==> src/rtl/regfile_wr_arbiter_pkg.sv <==
// regfile_wr_arbiter_pkg
//   Shared constants for the register-file write arbiter and its scoreboard:
//   default address/data widths, the hardwired-zero register index and the
//   requester indices used for the round-robin priority bit.
package regfile_wr_arbiter_pkg;

    localparam int unsigned AW_DEF   = 5;
    localparam int unsigned DW_DEF   = 32;

    // Register 0 reads as zero; writes and reservations to it are discarded.
    localparam int unsigned REG_ZERO = 0;

    // Requester indices, also the encoding of the priority bit.
    localparam logic REQ_ALU = 1'b0;
    localparam logic REQ_MDU = 1'b1;

endpackage

==> src/rtl/regfile_scoreboard.sv <==
// regfile_scoreboard
//   Busy-bit scoreboard for outstanding register writes.
//   Ports:
//     clk, rst_n          clock, synchronous active-low reset
//     clr_valid/clr_addr  write granted this cycle; clears busy[clr_addr] at next posedge
//     rsv_valid/rsv_addr  issue stage reserves a destination register
//     rsv_stall           reservation refused (register still pending)
//     q_addr1/q_busy1     query port A (current busy bits, no grant bypass)
//     q_addr2/q_busy2     query port B
//     any_busy            at least one busy bit is set
module regfile_scoreboard
    import regfile_wr_arbiter_pkg::*;
#(
    parameter int unsigned AW = AW_DEF
) (
    input  logic          clk,
    input  logic          rst_n,
    input  logic          clr_valid,
    input  logic [AW-1:0] clr_addr,
    input  logic          rsv_valid,
    input  logic [AW-1:0] rsv_addr,
    output logic          rsv_stall,
    input  logic [AW-1:0] q_addr1,
    output logic          q_busy1,
    input  logic [AW-1:0] q_addr2,
    output logic          q_busy2,
    output logic          any_busy
);

    localparam int unsigned NREG = 1 << AW;

    logic [NREG-1:0] busy;
    logic [NREG-1:0] busy_next;
    logic            clr_hits_rsv;
    logic            rsv_zero;
    logic            clr_zero;

    assign rsv_zero     = (rsv_addr == AW'(REG_ZERO));
    assign clr_zero     = (clr_addr == AW'(REG_ZERO));
    // A grant to the same register retires the pending write this cycle,
    // so the new reservation can proceed without waiting.
    assign clr_hits_rsv = clr_valid && (clr_addr == rsv_addr);

    // busy[0] is never set, so reservations of r0 never stall.
    assign rsv_stall = rsv_valid && busy[rsv_addr] && !clr_hits_rsv;

    assign q_busy1  = busy[q_addr1];
    assign q_busy2  = busy[q_addr2];
    assign any_busy = |busy;

    always_comb begin
        busy_next = busy;
        if (clr_valid && !clr_zero) begin
            busy_next[clr_addr] = 1'b0;
        end
        // Applied after the clear so a same-cycle set of the same register wins.
        if (rsv_valid && !rsv_stall && !rsv_zero) begin
            busy_next[rsv_addr] = 1'b1;
        end
        busy_next[REG_ZERO] = 1'b0;
    end

    always_ff @(posedge clk) begin
        if (!rst_n) begin
            busy <= '0;
        end else begin
            busy <= busy_next;
        end
    end

endmodule

==> src/rtl/regfile_wr_arbiter.sv <==
// regfile_wr_arbiter
//   Shares the single register-file write port between the ALU writeback
//   (requester 0) and the multi-cycle unit (requester 1) with round-robin
//   priority on contention, and tracks pending destinations in a scoreboard.
//   Ports:
//     clk, rst_n                       clock, synchronous active-low reset
//     req0_valid/ready/addr/data       ALU writeback request channel
//     req1_valid/ready/addr/data       mul/div/load writeback request channel
//     rsv_valid/rsv_addr/rsv_stall     issue-stage destination reservation
//     q_addr1/q_busy1, q_addr2/q_busy2 scoreboard operand queries
//     we/waddr/wdata                   registered register-file write port
//     idle                             nothing pending and no write in flight
module regfile_wr_arbiter
    import regfile_wr_arbiter_pkg::*;
#(
    parameter int unsigned AW = AW_DEF,
    parameter int unsigned DW = DW_DEF
) (
    input  logic          clk,
    input  logic          rst_n,
    input  logic          req0_valid,
    output logic          req0_ready,
    input  logic [AW-1:0] req0_addr,
    input  logic [DW-1:0] req0_data,
    input  logic          req1_valid,
    output logic          req1_ready,
    input  logic [AW-1:0] req1_addr,
    input  logic [DW-1:0] req1_data,
    input  logic          rsv_valid,
    input  logic [AW-1:0] rsv_addr,
    output logic          rsv_stall,
    input  logic [AW-1:0] q_addr1,
    output logic          q_busy1,
    input  logic [AW-1:0] q_addr2,
    output logic          q_busy2,
    output logic          we,
    output logic [AW-1:0] waddr,
    output logic [DW-1:0] wdata,
    output logic          idle
);

    logic          prio;
    logic          grant;
    logic [AW-1:0] g_addr;
    logic [DW-1:0] g_data;
    logic          any_busy;

    assign req0_ready = req0_valid && (!req1_valid || prio == REQ_ALU);
    assign req1_ready = req1_valid && (!req0_valid || prio == REQ_MDU);
    assign grant      = req0_ready || req1_ready;
    assign g_addr     = req1_ready ? req1_addr : req0_addr;
    assign g_data     = req1_ready ? req1_data : req0_data;

    assign idle = !any_busy && !we;

    always_ff @(posedge clk) begin
        if (!rst_n) begin
            prio  <= REQ_ALU;
            we    <= 1'b0;
            waddr <= '0;
            wdata <= '0;
        end else begin
            // On contention the winner holds prio, so handing it to the loser is a toggle.
            if (req0_valid && req1_valid) begin
                prio <= ~prio;
            end
            we <= grant && (g_addr != AW'(REG_ZERO));
            if (grant) begin
                waddr <= g_addr;
                wdata <= g_data;
            end
        end
    end

    regfile_scoreboard #(
        .AW(AW)
    ) u_scoreboard (
        .clk       (clk),
        .rst_n     (rst_n),
        .clr_valid (grant),
        .clr_addr  (g_addr),
        .rsv_valid (rsv_valid),
        .rsv_addr  (rsv_addr),
        .rsv_stall (rsv_stall),
        .q_addr1   (q_addr1),
        .q_busy1   (q_busy1),
        .q_addr2   (q_addr2),
        .q_busy2   (q_busy2),
        .any_busy  (any_busy)
    );

endmodule

==> config.mk <==
export PLATFORM = sky130hd
export DESIGN_NAME = regfile_wr_arbiter
export DESIGN_NICKNAME = d
export VERILOG_FILES = /design/src/rtl/regfile_wr_arbiter_pkg.sv /design/src/rtl/regfile_scoreboard.sv /design/src/rtl/regfile_wr_arbiter.sv
export SDC_FILE = /design/constraint.sdc
export NUM_CORES = 1
export LEC_CHECK = 0
export BUFFER_PORTS_ARGS = -buffer_cell sky130_fd_sc_hd__buf_2
export CORE_ASPECT_RATIO = 0.8
export CORE_MARGIN = 2
export CORE_UTILIZATION = 56
export DETAILED_ROUTE_END_ITERATION = 8
export GPL_TIMING_DRIVEN = 0
export MAX_ROUTING_LAYER = met4
export PLACE_DENSITY = 0.84
export SYNTH_ARGS = -nofsm -noshare
export SYNTH_HDL_FRONTEND = slang
export SYNTH_SLANG_ARGS = --single-unit
export TNS_END_PERCENT = 10
==> constraint.sdc <==
create_clock -name clk -period 5.34 [get_ports clk]
set_input_delay 0.534 -clock clk [delete_from_list [all_inputs] [get_ports clk]]
set_output_delay 0.534 -clock clk [all_outputs]
set_load 0.005 [all_outputs]
==> metrics.md, run 1 <==
| Metric | Value |
|---|---|
| Status | `completed` |
| Number of global-route vias before repair | `4,407` |
| Required time of the critical path | `4.81 ns` |
| Diode insertion count for antenna repair | `0` |
| # H-tree levels | `3` |
| Overall die width | `105 um` |
| Dominant cell type by count on the critical path | `nand2_2` |
| Fraction of layout instances using a drive strength above 1 | `33.9%` |
| Antenna Violating Nets Remaining | `0` |
| Drt initial violations | `421` |
| Synthesized netlist cell count | `472` |
| Total grt overflow | `0` |
| Leakage component of the power | `0.00255 uW` |
| Biggest area contributors in the synthesized netlist | `dfxtp_1 (31%), mux2i_1 (10%), mux4_2 (10%)` |
| Top FF cell, synth | `dfxtp_1` |
| Area of the multi-input gates | `2920 um2` |
| Worst ir drop on vdd | `195 uV` |
| DRT Pass-1 Iters | `5` |
| Die Ht | `84.4 um` |
| Buffer count from post-CTS setup fixing | `0` |
| TritonCTS clock tree | `yes` |
| Die Footprint | `8820 um2` |
| Min-delay src | `req1_data[0]` |
| Final critical path time including I/O delays and setup | `3.23 ns` |
| Average size of a mapped cell | `9.59 um2` |
| Worst slew margin relative to its limit | `31.3%` |
| Register Area | `1400 um2` |
| Clock-pin slew reported for the worst setup and hold paths after clock tree synthesis | `0.09 ns` |
| Critical Path AT | `2.69 ns` |
| Post-synthesis async set-or-reset flop share | `0%` |
| Count of standard-cell rows | `29` |
| Yosys top cell by area | `dfxtp_1` |
| Synth cell count leaders | `dfxtp_1 (70), nand2_1 (59), mux2i_1 (45), o211a_1 (35), o211ai_1 (30)` |
| Final clock period utilization by the worst path | `60.5%` |
| Total DRC errors in the routed layout | `0` |
| Pin count of the biggest net entering global routing | `16` |
| Cells along the critical path | `nand2b_1 -> nand2_2 -> inv_2 -> mux2i_1 -> a2111oi_4 -> nand2_2 -> buf_4 -> and3_1 -> buf_2` |
| Worst reg2reg path depth | `8` |
| Cts bufs inserted | `9` |
| CP Launch Type | `register` |
| Clock network latency to the later pin of the worst-skew pair | `0.37 ns` |
| Post-synthesis cell type count | `54` |
| Post-DP HPWL | `10,800 um` |
| Transition at the pin with the smallest max-transition slack | `1.03 ns` |
| Initial antenna violation count | `0` |
| Max Cap Violations | `0` |
| Startpoint of the worst-slack reg-to-reg timing path | `prio` |
| Share of the yosys chip area belonging to registers | `31.0%` |
| Standard cell with the maximum stage delay on the critical path | `a2111oi_4` |
| All-Layer GR Usage | `33.4%` |
| Most frequently used cell type in the post-synthesis netlist | `dfxtp_1` |
| Starting Density | `57.5%` |
| Accumulated negative setup slack | `0 ns` |
| Total number of yosys warnings | `0` |
| Upper clock frequency limit | `0.310 GHz` |
| Maximum number of buffers from clock root to sink | `2` |
| Clock skew after layout | `0.00976 ns` |
| Cell Pwr Density | `232 nW/um2` |
| Synthesized net count | `566` |
| Worst setup startpoint | `prio` |
| Global-route wire length before repair | `22,500 um` |
| Number of hold-repair buffers added at the cts stage | `0` |
| Average wire per cell in the routed design | `19.5 um` |
| Count of input and output buffers | `131` |
| Filler cell count in the final layout | `650` |
| Setup repair after global routing missed its margin | `false` |
| Cell depth of the worst setup path | `9` |
| Largest incremental delay on the critical path | `0.57 ns` |
| Vias per inst | `6.39` |
| Final hold violation count | `0` |
| Pwr Total | `1280 uW` |
| Maximum net fanout on the critical path | `10` |
| Post-layout net count | `708` |
| Class of the tightest hold or removal check | `in -> reg` |
| Number of buffers and inverters on the critical path | `3` |
| Cell class contributing the biggest share of worst-path delay | `simple AND/OR/NAND/NOR gates` |
| Count of state elements after synthesis | `70` |
| Hold depth | `2` |
| Crit path kind | `reg -> out` |
| Type of destination of the critical path | `output pin` |
| CTS resizes | `0` |
| Synthesized cell area | `4530 um2` |
| CTS root buf | `clkbuf_8` |
| Gp weighted congestion | `0.989` |
| Number of clock sinks | `70` |
| Total setup violations reported at the end of the flow | `0` |
| Vias | `4,649` |
| Synth top area share | `31.0%` |
| Core area | `7870 um2` |
| Final Max Slew Viols | `0` |
| Top Ports | `138` |
| Count of flip-flops with a built-in enable after synthesis | `0` |
| Post-detailed-routing wire length | `14,200 um` |
| Area added between synthesis and finish | `21.6%` |
[cell type report]
class                   instances  area share (%)
repair buffers                131            11.9
plain buffers                  38            3.27
well taps                     108            2.45
clock inverters                 7            1.16
clock buffers                   9            2.25
flip-flops and latches         70            25.5
inverters                       8           0.545
multi-input cells             356            53.0
[cell families (layout without fill, tap and decap cells)]
kind of cell	count (synthesis)	in the layout	synth area share (%)
AO/OA/AOI/OAI	136	136	26.5
XOR/XNOR	1	1	0.194
buffers and inverters	46	193	4.64
flip-flops	70	70	31.0
multiplexers	70	70	21.1
AND/OR/NAND/NOR	149	149	16.6
[flip-flops by register name, indices dropped and copies added (netlist names)]
name / count
waddr: 5
we: 1
wdata: 32
u_scoreboard.busy: 31
prio: 1
[per-layer routing]
| metal | vias up | track usage (%) | wire [um] |
|---|---|---|---|
| met2 | 296 | 51.2 | 6540 |
| li1 | 2111 | - | - |
| met4 | 0 | 8.72 | 200 |
| met3 | 29 | 8.70 | 1550 |
| met5 | - | - | 0 |
| met1 | 2213 | 44.0 | 5870 |
[worst paths after layout]
check | slack (ns) | to
max | 2.11 | rsv_stall
min | 0.40 | wdata[0]
max reg2reg | 2.95 | u_scoreboard.busy[20]
min reg2reg | 0.52 | waddr[3]
[where the power goes]
part	switching, uW	internal (uW)
Combinational	162	126
Sequential	17.5	552
Clock	243	179
[metrics by stage]
| step | cell area (um2) | utilization, % | setup WS, ns | hold WS, ns | cells |
|---|---|---|---|---|---|
| after global routing | 5510 | 69.9 | 1.96 | 0.389 | 727 |
| after global placement | 5320 | 67.5 | 2.30 | 0.479 | 711 |
| after floorplan | 4530 | - | 2.59 | 0.477 | 472 |
| final | 5510 | 69.9 | 2.11 | 0.403 | 727 |
| after detailed placement | 5320 | 67.5 | 2.28 | 0.493 | 711 |
| after CTS | 5510 | 69.9 | 2.14 | 0.399 | 727 |
[worst register-to-register path, stage by stage, from the launching register on]
cell       delay [ns]
dfxtp_1          0.34
nand2b_1         0.16
nand2_2          0.20
inv_2            0.13
mux2i_1          0.20
a2111oi_4        0.57
nand2_2          0.17
buf_4            0.24
o311ai_2         0.29
[placed cells by master, fill, tap and decap left out, drive strengths merged, types with 3 or more instances in the layout]
cell / count
o21ai: 22
a2111oi: 5
o22ai: 3
nor2: 23
mux2i: 45
nor3: 4
nand2b: 3
o211ai: 30
nor4: 9
o211a: 35
clkbuf: 31
a211oi: 5
dfxtp: 70
inv: 12
a21oi: 6
nand4: 5
o311ai: 13
mux2: 5
and3: 4
nor2b: 7
nand3: 3
or3: 7
buf: 147
or2: 7
nand2: 61
mux4: 20
nor3b: 4
a31oi: 6
or3b: 3
Power figures use the tool's default switching activity.
==> run 2: changes to the inputs <==
Settings changed: CORE_UTILIZATION 56 to 52, PLACE_DENSITY 0.84 to 0.79.
Clock period 5.34 ns to 3.1 ns, I/O delays scaled along.
==> run 2 against run 1 <==
Compared with the run above:
- first-iteration DRC count increased by 9.0%
- cell count increased by 0.55%
- sequential share of layout area about the same
- largest cell class unchanged
- largest power group unchanged
==> metrics.md, run 2 (same netlist as run 1, synthesis figures left out) <==
| Metric | Value |
|---|---|
| Clock network latency to the later pin of the worst-skew pair | `0.36 ns` |
| Cts bufs inserted | `9` |
| Average wire per cell in the routed design | `19.1 um` |
| CTS root buf | `clkbuf_8` |
| Total DRC errors in the routed layout | `0` |
| Number of global-route vias before repair | `4,312` |
| Cell Pwr Density | `394 nW/um2` |
| Diode insertion count for antenna repair | `0` |
| Vias | `4,675` |
| Largest incremental delay on the critical path | `0.33 ns` |
| Type of destination of the critical path | `output pin` |
| Number of flip-flops under the largest register name | `32` |
| Die Ht | `87.5 um` |
| Maximum number of buffers from clock root to sink | `2` |
| Required time of the critical path | `2.79 ns` |
| CP Launch Type | `register` |
| Core area | `8480 um2` |
| Fraction of layout instances using a drive strength above 1 | `33.9%` |
| Commonest cells after routing, fill and taps aside | `buf_2 (134), dfxtp_1 (70), nand2_1 (59)` |
| Gp weighted congestion | `1.03` |
| Total setup violations reported at the end of the flow | `0` |
| Final critical path time including I/O delays and setup | `2.94 ns` |
| Post-detailed-routing wire length | `14,000 um` |
| DRT Pass-1 Iters | `5` |
| Leakage component of the power | `0.00255 uW` |
| Total grt overflow | `0` |
| Clock skew after layout | `0.0108 ns` |
| Initial antenna violation count | `0` |
| Global-route wire length before repair | `22,000 um` |
| CTS resizes | `0` |
| Pin count of the biggest net entering global routing | `16` |
| Drt initial violations | `459` |
| Worst reg2reg path depth | `6` |
| Buffer count from post-CTS setup fixing | `0` |
| Filler cell count in the final layout | `722` |
| Count of input and output buffers | `131` |
| Upper clock frequency limit | `0.341 GHz` |
| Clock-pin slew reported for the worst setup and hold paths after clock tree synthesis | `0.08 ns` |
| Crit path kind | `reg -> out` |
| Number of hold-repair buffers added at the cts stage | `0` |
| Most common cell after layout, fill and taps aside | `buf_2` |
| Starting Density | `53.4%` |
| Die Footprint | `9470 um2` |
| Class of the tightest hold or removal check | `in -> reg` |
| Overall die width | `108 um` |
| Final clock period utilization by the worst path | `94.7%` |
| Dominant cell type by count on the critical path | `buf_2` |
| Status | `completed` |
| Register Area | `1400 um2` |
| # H-tree levels | `3` |
| Post-DP HPWL | `10,800 um` |
| Vias per inst | `6.40` |
| Register containing the most flip-flops in the final layout | `wdata` |
| Maximum net fanout on the critical path | `10` |
| Max Cap Violations | `0` |
| Worst hold margin | `0.187 ns` |
| Area of the multi-input gates | `2920 um2` |
| Transition at the pin with the smallest max-transition slack | `1.08 ns` |
| Standard cell with the maximum stage delay on the critical path | `dfxtp_1` |
| All-Layer GR Usage | `30.9%` |
| Largest registers | `wdata (32), u_scoreboard.busy (31), waddr (5)` |
| Number of clock sinks | `70` |
| Worst slew margin relative to its limit | `27.7%` |
| Cells along the critical path | `a21boi_0 -> buf_2 -> a32o_1 -> mux2i_1 -> nor2_1 -> nand2_2 -> buf_4 -> and3_1 -> buf_2` |
| Post-layout net count | `708` |
| Top Ports | `138` |
| Worst ir drop on vdd | `278 uV` |
| Pwr Total | `2170 uW` |
| Setup repair after global routing missed its margin | `false` |
| TritonCTS clock tree | `yes` |
| Accumulated negative setup slack | `0 ns` |
| Final hold violation count | `0` |
| Count of standard-cell rows | `30` |
| Final Max Slew Viols | `0` |
| Antenna Violating Nets Remaining | `0` |
| Critical Path AT | `2.63 ns` |
| Hold depth | `2` |
| Area added between synthesis and finish | `21.7%` |
[run 2: power breakdown]
part	internal, uW	switching [uW]
registers	950	29.8
logic	217	273
clock network	308	395
total	1470	698
[run 2: final cells by class]
class / count / area share (%)
timing repair buffer: 131 / 11.9
multi-input combinational: 356 / 52.9
tap: 112 / 2.54
clock inverter: 7 / 1.16
buffer: 38 / 3.27
inverter: 8 / 0.545
clock buffer: 9 / 2.25
sequential: 70 / 25.4
[run 2: stage by stage]
stage	util [%]	setup slack [ns]	instances	area [um2]
after floorplan	-	0.796	472	4530
after global placement	62.7	0.479	715	5320
after detailed placement	62.7	0.439	715	5320
after CTS	65.0	0.145	731	5510
after global routing	65.0	0.00766	731	5510
final	65.0	0.164	731	5510
[run 2: final timing paths]
kind | start | end | slack, ns
max | prio | rsv_stall | 0.16
min | req1_data[20] | wdata[20] | 0.19
max reg2reg | u_scoreboard.busy[20] | u_scoreboard.busy[26] | 0.69
min reg2reg | waddr[1] | waddr[1] | 0.50
[run 2: critical path, delay by kind of cell (launching register included)]
kind | cells | cell delay (ns)
simple gates | 3 | 0.62
mux | 1 | 0.17
buf+inv | 3 | 0.67
flops | 1 | 0.33
compound gates | 2 | 0.50
[run 2: metal layers]
layer	share of wire [%]	vias up	track usage, %	wire (um)
met3	11	48	6.96	1560
met1	42	2196	41.3	5880
met5	0	-	-	0
met4	2.4	0	8.74	333
met2	44	313	47.4	6210
li1	-	2118	-	-
